### config.mk
export PLATFORM = sky130hd
export DESIGN_NAME = regfile_wb_arbiter_flat
export DESIGN_NICKNAME = d
export VERILOG_FILES = /design/src/rtl/regfile_pkg.sv /design/src/rtl/regfile_wb_arbiter_if.sv /design/src/rtl/wb_rr_arb2.sv /design/src/rtl/regfile_wb_arbiter.sv /design/src/flat_wrapper.sv
export SDC_FILE = /design/constraint.sdc
export NUM_CORES = 1
export LEC_CHECK = 0
export CAP_MARGIN = 30
export CORE_MARGIN = 3
export CORE_UTILIZATION = 37
export CTS_CLUSTER_DIAMETER = 60
export CTS_CLUSTER_SIZE = 16
export DETAILED_ROUTE_END_ITERATION = 10
export PLACE_DENSITY_LB_ADDON = 0.25
export SLEW_MARGIN = 0
export SYNTH_ARGS = -nofsm -noshare
export SYNTH_HDL_FRONTEND = slang
export SYNTH_HIERARCHICAL = 1
export SYNTH_SLANG_ARGS = --single-unit
### constraint.sdc
create_clock -name i_clk -period 3.45 [get_ports i_clk]
set_input_delay 0.69 -clock i_clk [delete_from_list [all_inputs] [get_ports i_clk]]
set_output_delay 0.69 -clock i_clk [all_outputs]
set_load 0.02 [all_outputs]
### src/rtl/regfile_pkg.sv
// ============================================================================
// Module : regfile_pkg
// Brief  : Shared register-file types and sizes for the write-back path.
// Rev    : 1.0  initial release
// ============================================================================
`default_nettype none

package regfile_pkg;

    localparam int REG_DW = 32;
    localparam int REG_AW = 5;

    typedef struct packed {
        logic [REG_AW-1:0] addr;
        logic [REG_DW-1:0] data;
    } wb_req_t;

    typedef enum logic {
        WB_SRC_A = 1'b0,
        WB_SRC_L = 1'b1
    } wb_src_e;

endpackage

`default_nettype wire

### src/rtl/regfile_wb_arbiter_if.sv
// ============================================================================
// Module : regfile_wb_arbiter_if
// Brief  : Producer handshakes (ALU port A, load/store port L) into the
//          write-back arbiter. Names are from the arbiter's point of view.
// Rev    : 1.0  initial release
// ============================================================================
`default_nettype none

interface regfile_wb_arbiter_if
    import regfile_pkg::*;
#(
    parameter int DW = REG_DW,
    parameter int AW = REG_AW
);
    logic          i_a_valid;
    logic          o_a_ready;
    logic [AW-1:0] i_a_rd_addr;
    logic [DW-1:0] i_a_rd_data;
    logic          i_l_valid;
    logic          o_l_ready;
    logic [AW-1:0] i_l_rd_addr;
    logic [DW-1:0] i_l_rd_data;

    modport master (
        output i_a_valid, i_a_rd_addr, i_a_rd_data,
        output i_l_valid, i_l_rd_addr, i_l_rd_data,
        input  o_a_ready, o_l_ready
    );

    modport slave (
        input  i_a_valid, i_a_rd_addr, i_a_rd_data,
        input  i_l_valid, i_l_rd_addr, i_l_rd_data,
        output o_a_ready, o_l_ready
    );
endinterface

`default_nettype wire

### src/rtl/wb_rr_arb2.sv
// ============================================================================
// Module : wb_rr_arb2
// Brief  : Two-requester round-robin arbiter with a registered last-grant
//          pointer. Grants are combinational from the valids and pointer.
// Rev    : 1.0  initial release
// ============================================================================
`default_nettype none

module wb_rr_arb2
    import regfile_pkg::*;
(
    input  wire  i_clk,
    input  wire  i_rst,
    input  wire  i_valid_a,
    input  wire  i_valid_l,
    output logic o_gnt_a,
    output logic o_gnt_l,
    output logic o_last_grant
);

    wb_src_e r_last;

    // The port that did not win last time takes a contended cycle.
    always_comb begin
        o_gnt_a = i_valid_a && (!i_valid_l || (r_last == WB_SRC_L));
        o_gnt_l = i_valid_l && (!i_valid_a || (r_last == WB_SRC_A));
    end

    always_ff @(posedge i_clk) begin
        if (i_rst) begin
            r_last <= WB_SRC_L;
        end else if (o_gnt_a) begin
            r_last <= WB_SRC_A;
        end else if (o_gnt_l) begin
            r_last <= WB_SRC_L;
        end
    end

    assign o_last_grant = r_last;

endmodule

`default_nettype wire

### src/rtl/regfile_wb_arbiter.sv
// ============================================================================
// Module : regfile_wb_arbiter
// Brief  : Round-robin write-back arbiter for the register-file write port,
//          with optional pending-write scoreboard (REGFILE_WB_SCOREBOARD_EN).
// Rev    : 1.0  initial release
// ============================================================================
`default_nettype none

module regfile_wb_arbiter
    import regfile_pkg::*;
#(
    parameter int DW = REG_DW,
    parameter int AW = REG_AW
) (
    input  wire                  i_clk,
    input  wire                  i_rst,
    regfile_wb_arbiter_if.slave  wb,
    output logic                 o_rd_wren,
    output logic [AW-1:0]        o_rd_addr,
    output logic [DW-1:0]        o_rd_data,
    input  wire                  i_iss_valid,
    input  wire  [AW-1:0]        i_iss_rd_addr,
    output logic [(2**AW)-1:0]   o_busy,
    output logic                 o_last_grant
);

    localparam int c_NREG = 2**AW;

    logic          w_gnt_a;
    logic          w_gnt_l;
    logic          w_xfer;
    logic [AW-1:0] w_addr;
    logic [DW-1:0] w_data;

    logic          r_rd_wren;
    logic [AW-1:0] r_rd_addr;
    logic [DW-1:0] r_rd_data;

    wb_rr_arb2 u_arb (
        .i_clk        (i_clk),
        .i_rst        (i_rst),
        .i_valid_a    (wb.i_a_valid),
        .i_valid_l    (wb.i_l_valid),
        .o_gnt_a      (w_gnt_a),
        .o_gnt_l      (w_gnt_l),
        .o_last_grant (o_last_grant)
    );

    assign wb.o_a_ready = w_gnt_a;
    assign wb.o_l_ready = w_gnt_l;
    assign w_xfer       = w_gnt_a || w_gnt_l;
    assign w_addr       = w_gnt_l ? wb.i_l_rd_addr : wb.i_a_rd_addr;
    assign w_data       = w_gnt_l ? wb.i_l_rd_data : wb.i_a_rd_data;

    // x0 writes are accepted and consumed but never reach the register file.
    always_ff @(posedge i_clk) begin
        if (i_rst) begin
            r_rd_wren <= 1'b0;
            r_rd_addr <= '0;
            r_rd_data <= '0;
        end else begin
            r_rd_wren <= w_xfer && (w_addr != '0);
            if (w_xfer) begin
                r_rd_addr <= w_addr;
                r_rd_data <= w_data;
            end
        end
    end

    assign o_rd_wren = r_rd_wren;
    assign o_rd_addr = r_rd_addr;
    assign o_rd_data = r_rd_data;

`ifdef REGFILE_WB_SCOREBOARD_EN
    logic [c_NREG-1:0] r_busy;
    logic [c_NREG-1:0] w_set;
    logic [c_NREG-1:0] w_clr;

    // A fresh issue to r outranks a retiring write to r in the same cycle.
    always_comb begin
        w_set = '0;
        w_clr = '0;
        if (i_iss_valid) w_set[i_iss_rd_addr] = 1'b1;
        if (w_xfer)      w_clr[w_addr]        = 1'b1;
        w_set[0] = 1'b0;
    end

    always_ff @(posedge i_clk) begin
        if (i_rst) begin
            r_busy <= '0;
        end else begin
            r_busy <= (r_busy & ~w_clr) | w_set;
        end
    end

    assign o_busy = r_busy;
`else
    logic w_unused_iss;
    assign w_unused_iss = ^{i_iss_valid, i_iss_rd_addr};
    assign o_busy       = {c_NREG{1'b0}};
`endif

    a_a_stable: assert property (@(posedge i_clk) disable iff (i_rst)
        (wb.i_a_valid && !wb.o_a_ready) |=>
        (!wb.i_a_valid || ($stable(wb.i_a_rd_addr) && $stable(wb.i_a_rd_data))));

    a_l_stable: assert property (@(posedge i_clk) disable iff (i_rst)
        (wb.i_l_valid && !wb.o_l_ready) |=>
        (!wb.i_l_valid || ($stable(wb.i_l_rd_addr) && $stable(wb.i_l_rd_data))));

endmodule

`default_nettype wire
### src/flat_wrapper.sv
// flat-port wrapper written by rule: the top's interface ports become plain ports
module regfile_wb_arbiter_flat import regfile_pkg::*;
#(
    parameter int DW = REG_DW,
    parameter int AW = REG_AW
)
  (i_clk, i_rst, o_rd_wren, o_rd_addr, o_rd_data, i_iss_valid, i_iss_rd_addr, o_busy, o_last_grant, wb_i_a_valid, wb_i_a_rd_addr, wb_i_a_rd_data, wb_i_l_valid, wb_i_l_rd_addr, wb_i_l_rd_data, wb_o_a_ready, wb_o_l_ready);
  regfile_wb_arbiter_if #(.DW(DW), .AW(AW)) wb_i ();
  input  wire i_clk;
  input  wire i_rst;
  output logic o_rd_wren;
  output logic [AW-1:0] o_rd_addr;
  output logic [DW-1:0] o_rd_data;
  input  wire i_iss_valid;
  input  wire  [AW-1:0] i_iss_rd_addr;
  output logic [(2**AW)-1:0] o_busy;
  output logic o_last_grant;
  input wire logic [$bits(wb_i.i_a_valid)-1:0] wb_i_a_valid;
  input wire logic [$bits(wb_i.i_a_rd_addr)-1:0] wb_i_a_rd_addr;
  input wire logic [$bits(wb_i.i_a_rd_data)-1:0] wb_i_a_rd_data;
  input wire logic [$bits(wb_i.i_l_valid)-1:0] wb_i_l_valid;
  input wire logic [$bits(wb_i.i_l_rd_addr)-1:0] wb_i_l_rd_addr;
  input wire logic [$bits(wb_i.i_l_rd_data)-1:0] wb_i_l_rd_data;
  output wire logic [$bits(wb_i.o_a_ready)-1:0] wb_o_a_ready;
  output wire logic [$bits(wb_i.o_l_ready)-1:0] wb_o_l_ready;
  assign wb_i.i_a_valid = wb_i_a_valid;
  assign wb_i.i_a_rd_addr = wb_i_a_rd_addr;
  assign wb_i.i_a_rd_data = wb_i_a_rd_data;
  assign wb_i.i_l_valid = wb_i_l_valid;
  assign wb_i.i_l_rd_addr = wb_i_l_rd_addr;
  assign wb_i.i_l_rd_data = wb_i_l_rd_data;
  assign wb_o_a_ready = wb_i.o_a_ready;
  assign wb_o_l_ready = wb_i.o_l_ready;
  regfile_wb_arbiter #(.DW(DW), .AW(AW)) u_core (.i_clk(i_clk), .i_rst(i_rst), .wb(wb_i), .o_rd_wren(o_rd_wren), .o_rd_addr(o_rd_addr), .o_rd_data(o_rd_data), .i_iss_valid(i_iss_valid), .i_iss_rd_addr(i_iss_rd_addr), .o_busy(o_busy), .o_last_grant(o_last_grant));
endmodule
==> tab_implementation.tex <==
\begin{tabular}{lr}
\hline
Metric & Value \\
\hline
\multicolumn{2}{l}{\textbf{Timing}} \\
Min cycle time layout & between 2000 and 3000 ps \\
Slew Limit Headroom & 54.5\% \\
Post-route setup TNS & 0 ps \\
Measured slew at the worst slew-check pin & 683 ps \\
Number of pins with negative max-slew slack in the final report & 0 \\
Max Fclk & between 300 and 400 MHz \\
Final setup slack of the worst path & between 700 and 800 ps \\
Final count of negative-setup-slack endpoints & 0 \\
Final worst-path cycle share & roughly 79\% \\
Final Hold Violating Endpoints & 0 \\
Final clock skew & between 3 and 4 ps \\
Unrepaired setup endpoints after global routing & no \\
\multicolumn{2}{l}{\textbf{Die}} \\
Initial core utilization & between 30\% and 40\% \\
Die Area & approximately 6700 um\^{}2 \\
Ports placed on the boundary & 157 \\
Placeable core region & between 5000 and 6000 um\^{}2 \\
Die height & 82.0 um \\
Die W & between 80 and 90 um \\
Standard-cell row count & 27 \\
\multicolumn{2}{l}{\textbf{Finish}} \\
Layout cell share with drive strength beyond 1 & approximately 14\% \\
Post-synthesis to final-layout area growth & 55.0\% \\
Inserted Diodes & 0 \\
Net count, final & around 410 \\
Core occupancy in the finished layout & about three fifths \\
Non-Filler Instances & about 400 \\
Area occupied by registers & roughly 780 um\^{}2 \\
Area taken by multi-input logic gates & 1160 um\^{}2 \\
Fillers & $\sim$530 \\
\multicolumn{2}{l}{\textbf{Yosys}} \\
Avg Cell Area, Syn & between 10 and 15 um\^{}2 \\
Portion of the post-synthesis area used by sequential elements & a little over a third \\
Post-synth cell types & 23 \\
Largest area contributor in the netlist & sky130\_fd\_sc\_hd\_\_dfxtp\_1 \\
Post-Synth Simple-Gate Area & approximately 8.8\% \\
Main synth FF type & sky130\_fd\_sc\_hd\_\_dfxtp\_1 \\
Post-synthesis instance total & between 200 and 250 \\
Total number of yosys warnings & 6 \\
Most numerous cell in the Yosys netlist & sky130\_fd\_sc\_hd\_\_dfxtp\_1 \\
Post-Synth Adder-Cell Area & 0\% \\
Fraction of synthesis flops using an asynchronous set or reset pin & 0\% \\
Post-Syn Area & around 2100 um\^{}2 \\
FF+latch count, synth & 39 \\
Count of flip-flops with a built-in enable after synthesis & 0 \\
Multiplexer share of the synthesized area & between 30\% and 40\% \\
Synth top area cells & sky130\_fd\_sc\_hd\_\_dfxtp\_1 (37\%), sky130\_fd\_sc\_hd\_\_mux2i\_1 (16\%), sky130\_fd\_sc\_hd\_\_mux2\_2 (15\%), sky130\_fd\_sc\_hd\_\_buf\_4 (12\%), sky130\_fd\_sc\_hd\_\_nor2\_1 (6.7\%) \\
Share of the synthesized area in the top cell type & between 30\% and 40\% \\
Main combinational cell family by area after synthesis & multiplexers \\
Most instantiated cells after synthesis & sky130\_fd\_sc\_hd\_\_dfxtp\_1 (39), sky130\_fd\_sc\_hd\_\_nor2\_1 (38), sky130\_fd\_sc\_hd\_\_mux2i\_1 (35), sky130\_fd\_sc\_hd\_\_buf\_4 (33), sky130\_fd\_sc\_hd\_\_mux2\_2 (28) \\
Post-synthesis share of cell area spent on xor and xnor gates & 0\% \\
Compound-Gate Fraction of Synth Area & 2.40\% \\
\multicolumn{2}{l}{\textbf{Drt}} \\
Detailed-routing iteration count for the pre-antenna-repair pass & 4 \\
Count of unresolved DRC violations after routing & 0 \\
Aggregate routed wire length & 5170 um \\
Average wire per standard cell & around 13 um \\
Number of nets with antenna violations after detailed routing & 0 \\
Number of vias in the routed layout & 1768 \\
Number of vias per cell & 4.48 \\
1st-iter DRT viols & 21 \\
\multicolumn{2}{l}{\textbf{Pwr}} \\
Static leakage & about 0.0014 uW \\
Net switching fraction of the power & between 20\% and 30\% \\
Net switching power figure & between 300 and 400 uW \\
Power density normalized to cell area & $\sim$360 nW/um\^{}2 \\
Clock network power share & a little under a quarter \\
Sequential share of power & a little over two fifths \\
Worst-case vdd ir drop & around 0.2 mV \\
Power Internal & around 850 uW \\
Sum of internal, switching and leakage power & between 1000 and 1500 uW \\
Combinational fraction of design power & roughly 34\% \\
\multicolumn{2}{l}{\textbf{Clock tree}} \\
TritonCTS clock tree & done \\
Cell at the root of the clock tree & sky130\_fd\_sc\_hd\_\_clkbuf\_8 \\
Post CTS Setup Buffer Count & 0 \\
Number of buffers on the longest clock path & 2 \\
H-tree depth & 2 \\
Clock Latency Late Sink & roughly 280 ps \\
Clock transition at the register clock pins on the worst setup and hold paths after CTS & $\sim$70 ps \\
Post\_cts resized & 0 \\
Hold-fix buffers, CTS & 0 \\
Clock net sink count & 39 \\
CTS Buf Count & 5 \\
\multicolumn{2}{l}{\textbf{Min path}} \\
Hold WC Path Type & flop to flop \\
\multicolumn{2}{l}{\textbf{Status}} \\
Status & finished, final reports clean \\
\multicolumn{2}{l}{\textbf{Setup path}} \\
Startpoint Class & input pin \\
Arr. time, crit path & roughly 2000 ps \\
Critical path required time & between 2000 and 3000 ps \\
Worst Path Class, Setup & input pin to output port \\
Endpoint kind of the worst setup timing path & output port \\
Maximum fanout along the worst path & 3 \\
\multicolumn{2}{l}{\textbf{Place}} \\
Global placer's final weighted congestion & between 0.6 and 0.7 \\
Pre-CTS setup slack & 711 ps \\
Port bufs & roughly 120 \\
Total half-perimeter wirelength after legalization and detailed placement & approximately 3900 um \\
Inst Count DP & 389 \\
\multicolumn{2}{l}{\textbf{GRT}} \\
Vias in the first global route & around 1600 \\
First-pass GRT wire length & 7490 um \\
GRT Residual Overflow & 0 \\
Maximum number of pins on one net before global-route repair & 43 \\
Antenna violations before repair & 0 \\
Global-route usage over all layers & roughly 14\% \\
\multicolumn{2}{l}{\textbf{Flow run}} \\
Maximum capacitance violations & 0 \\
\hline
\end{tabular}
-- critical path, cell delays in order --
cell and delay (ps):
sky130_fd_sc_hd__clkdlybuf4s50_1 540, sky130_fd_sc_hd__and2_2 180, sky130_fd_sc_hd__clkdlybuf4s50_1 620
-- area by class of cell --
cell class	instances	share of cell area, %
clock buffer	6	2.19
inverter	1	0.113
multi-input combinational	156	35.0
sequential	39	23.6
tap	72	2.72
timing repair buffer	121	36.4
-- cell families (layout without fill, tap and decap cells) --
kind of cell / Yosys count / after routing
DFF: 39 / 39
AOI/OAI and AO/OA: 7 / 7
buffers and inverters: 46 / 128
other: 1 / 32
and+or+nand+nor: 46 / 46
muxes: 71 / 71
-- power by group through the flow --
stage	logic, uW	clock network (uW)	registers (uW)
after CTS	410	290	505
final	405	275	505
after detailed placement	408	0	516
after floorplan	204	0	562
after global routing	435	307	509
after global placement	403	0	513
-- final timing paths --
kind                        startpoint                        end  slack [ps]  depth (start not counted)
max                       wb_i_l_valid               wb_o_l_ready         720                          3
min          u_core/u_arb/o_last_grant  u_core/u_arb/o_last_grant         520                          2
max reg2reg  u_core/u_arb/o_last_grant        u_core/o_rd_addr[0]        1660                          6
min reg2reg  u_core/u_arb/o_last_grant  u_core/u_arb/o_last_grant         520                          2
-- layout by cell type, fill, tap and decap left out --
cell / netlist / routed
sky130_fd_sc_hd__nor3_1: 1 / 1
sky130_fd_sc_hd__conb_1: 1 / 32
sky130_fd_sc_hd__inv_1: 1 / 1
sky130_fd_sc_hd__mux2i_1: 35 / 35
sky130_fd_sc_hd__clkbuf_8: 0 / 5
sky130_fd_sc_hd__nor2_1: 38 / 38
sky130_fd_sc_hd__clkbuf_1: 4 / 1
sky130_fd_sc_hd__clkdlybuf4s50_1: 0 / 118
sky130_fd_sc_hd__mux2_2: 28 / 28
sky130_fd_sc_hd__mux2_4: 8 / 8
sky130_fd_sc_hd__o32ai_1: 1 / 1
sky130_fd_sc_hd__buf_4: 33 / 3
sky130_fd_sc_hd__and2_2: 0 / 1
sky130_fd_sc_hd__or2_1: 1 / 1
sky130_fd_sc_hd__dfxtp_1: 39 / 39
sky130_fd_sc_hd__a211oi_1: 2 / 2
sky130_fd_sc_hd__nand2b_1: 1 / 1
sky130_fd_sc_hd__a21o_1: 2 / 2
sky130_fd_sc_hd__o21ai_0: 1 / 1
sky130_fd_sc_hd__nor4_1: 1 / 1
sky130_fd_sc_hd__a21boi_4: 0 / 1
sky130_fd_sc_hd__nor2b_1: 2 / 2
sky130_fd_sc_hd__nand2_1: 1 / 1
-- flip-flops by register name, indices dropped and copies added, names as in the netlist --
register,cells
u_core/o_rd_addr,5
u_core/o_rd_data,32
u_core/o_rd_wren,1
u_core/u_arb/o_last_grant,1
-- routing by layer --
layer	GRT usage, %	routed length, um	up-vias
li1	-	-	867
met1	16.5	1910	809
met2	24.7	2550	87
met3	6.36	670	5
met4	3.49	38	0
met5	0	0	-
-- through the flow --
stage                     cell area [um^2]  hold slack, ps
after floorplan                       2250             582
after global placement                3240             504
after detailed placement              3240             515
after CTS                             3310             534
after global routing                  3310             560
final                                 3310             525
Power figures use the tool's default switching activity.
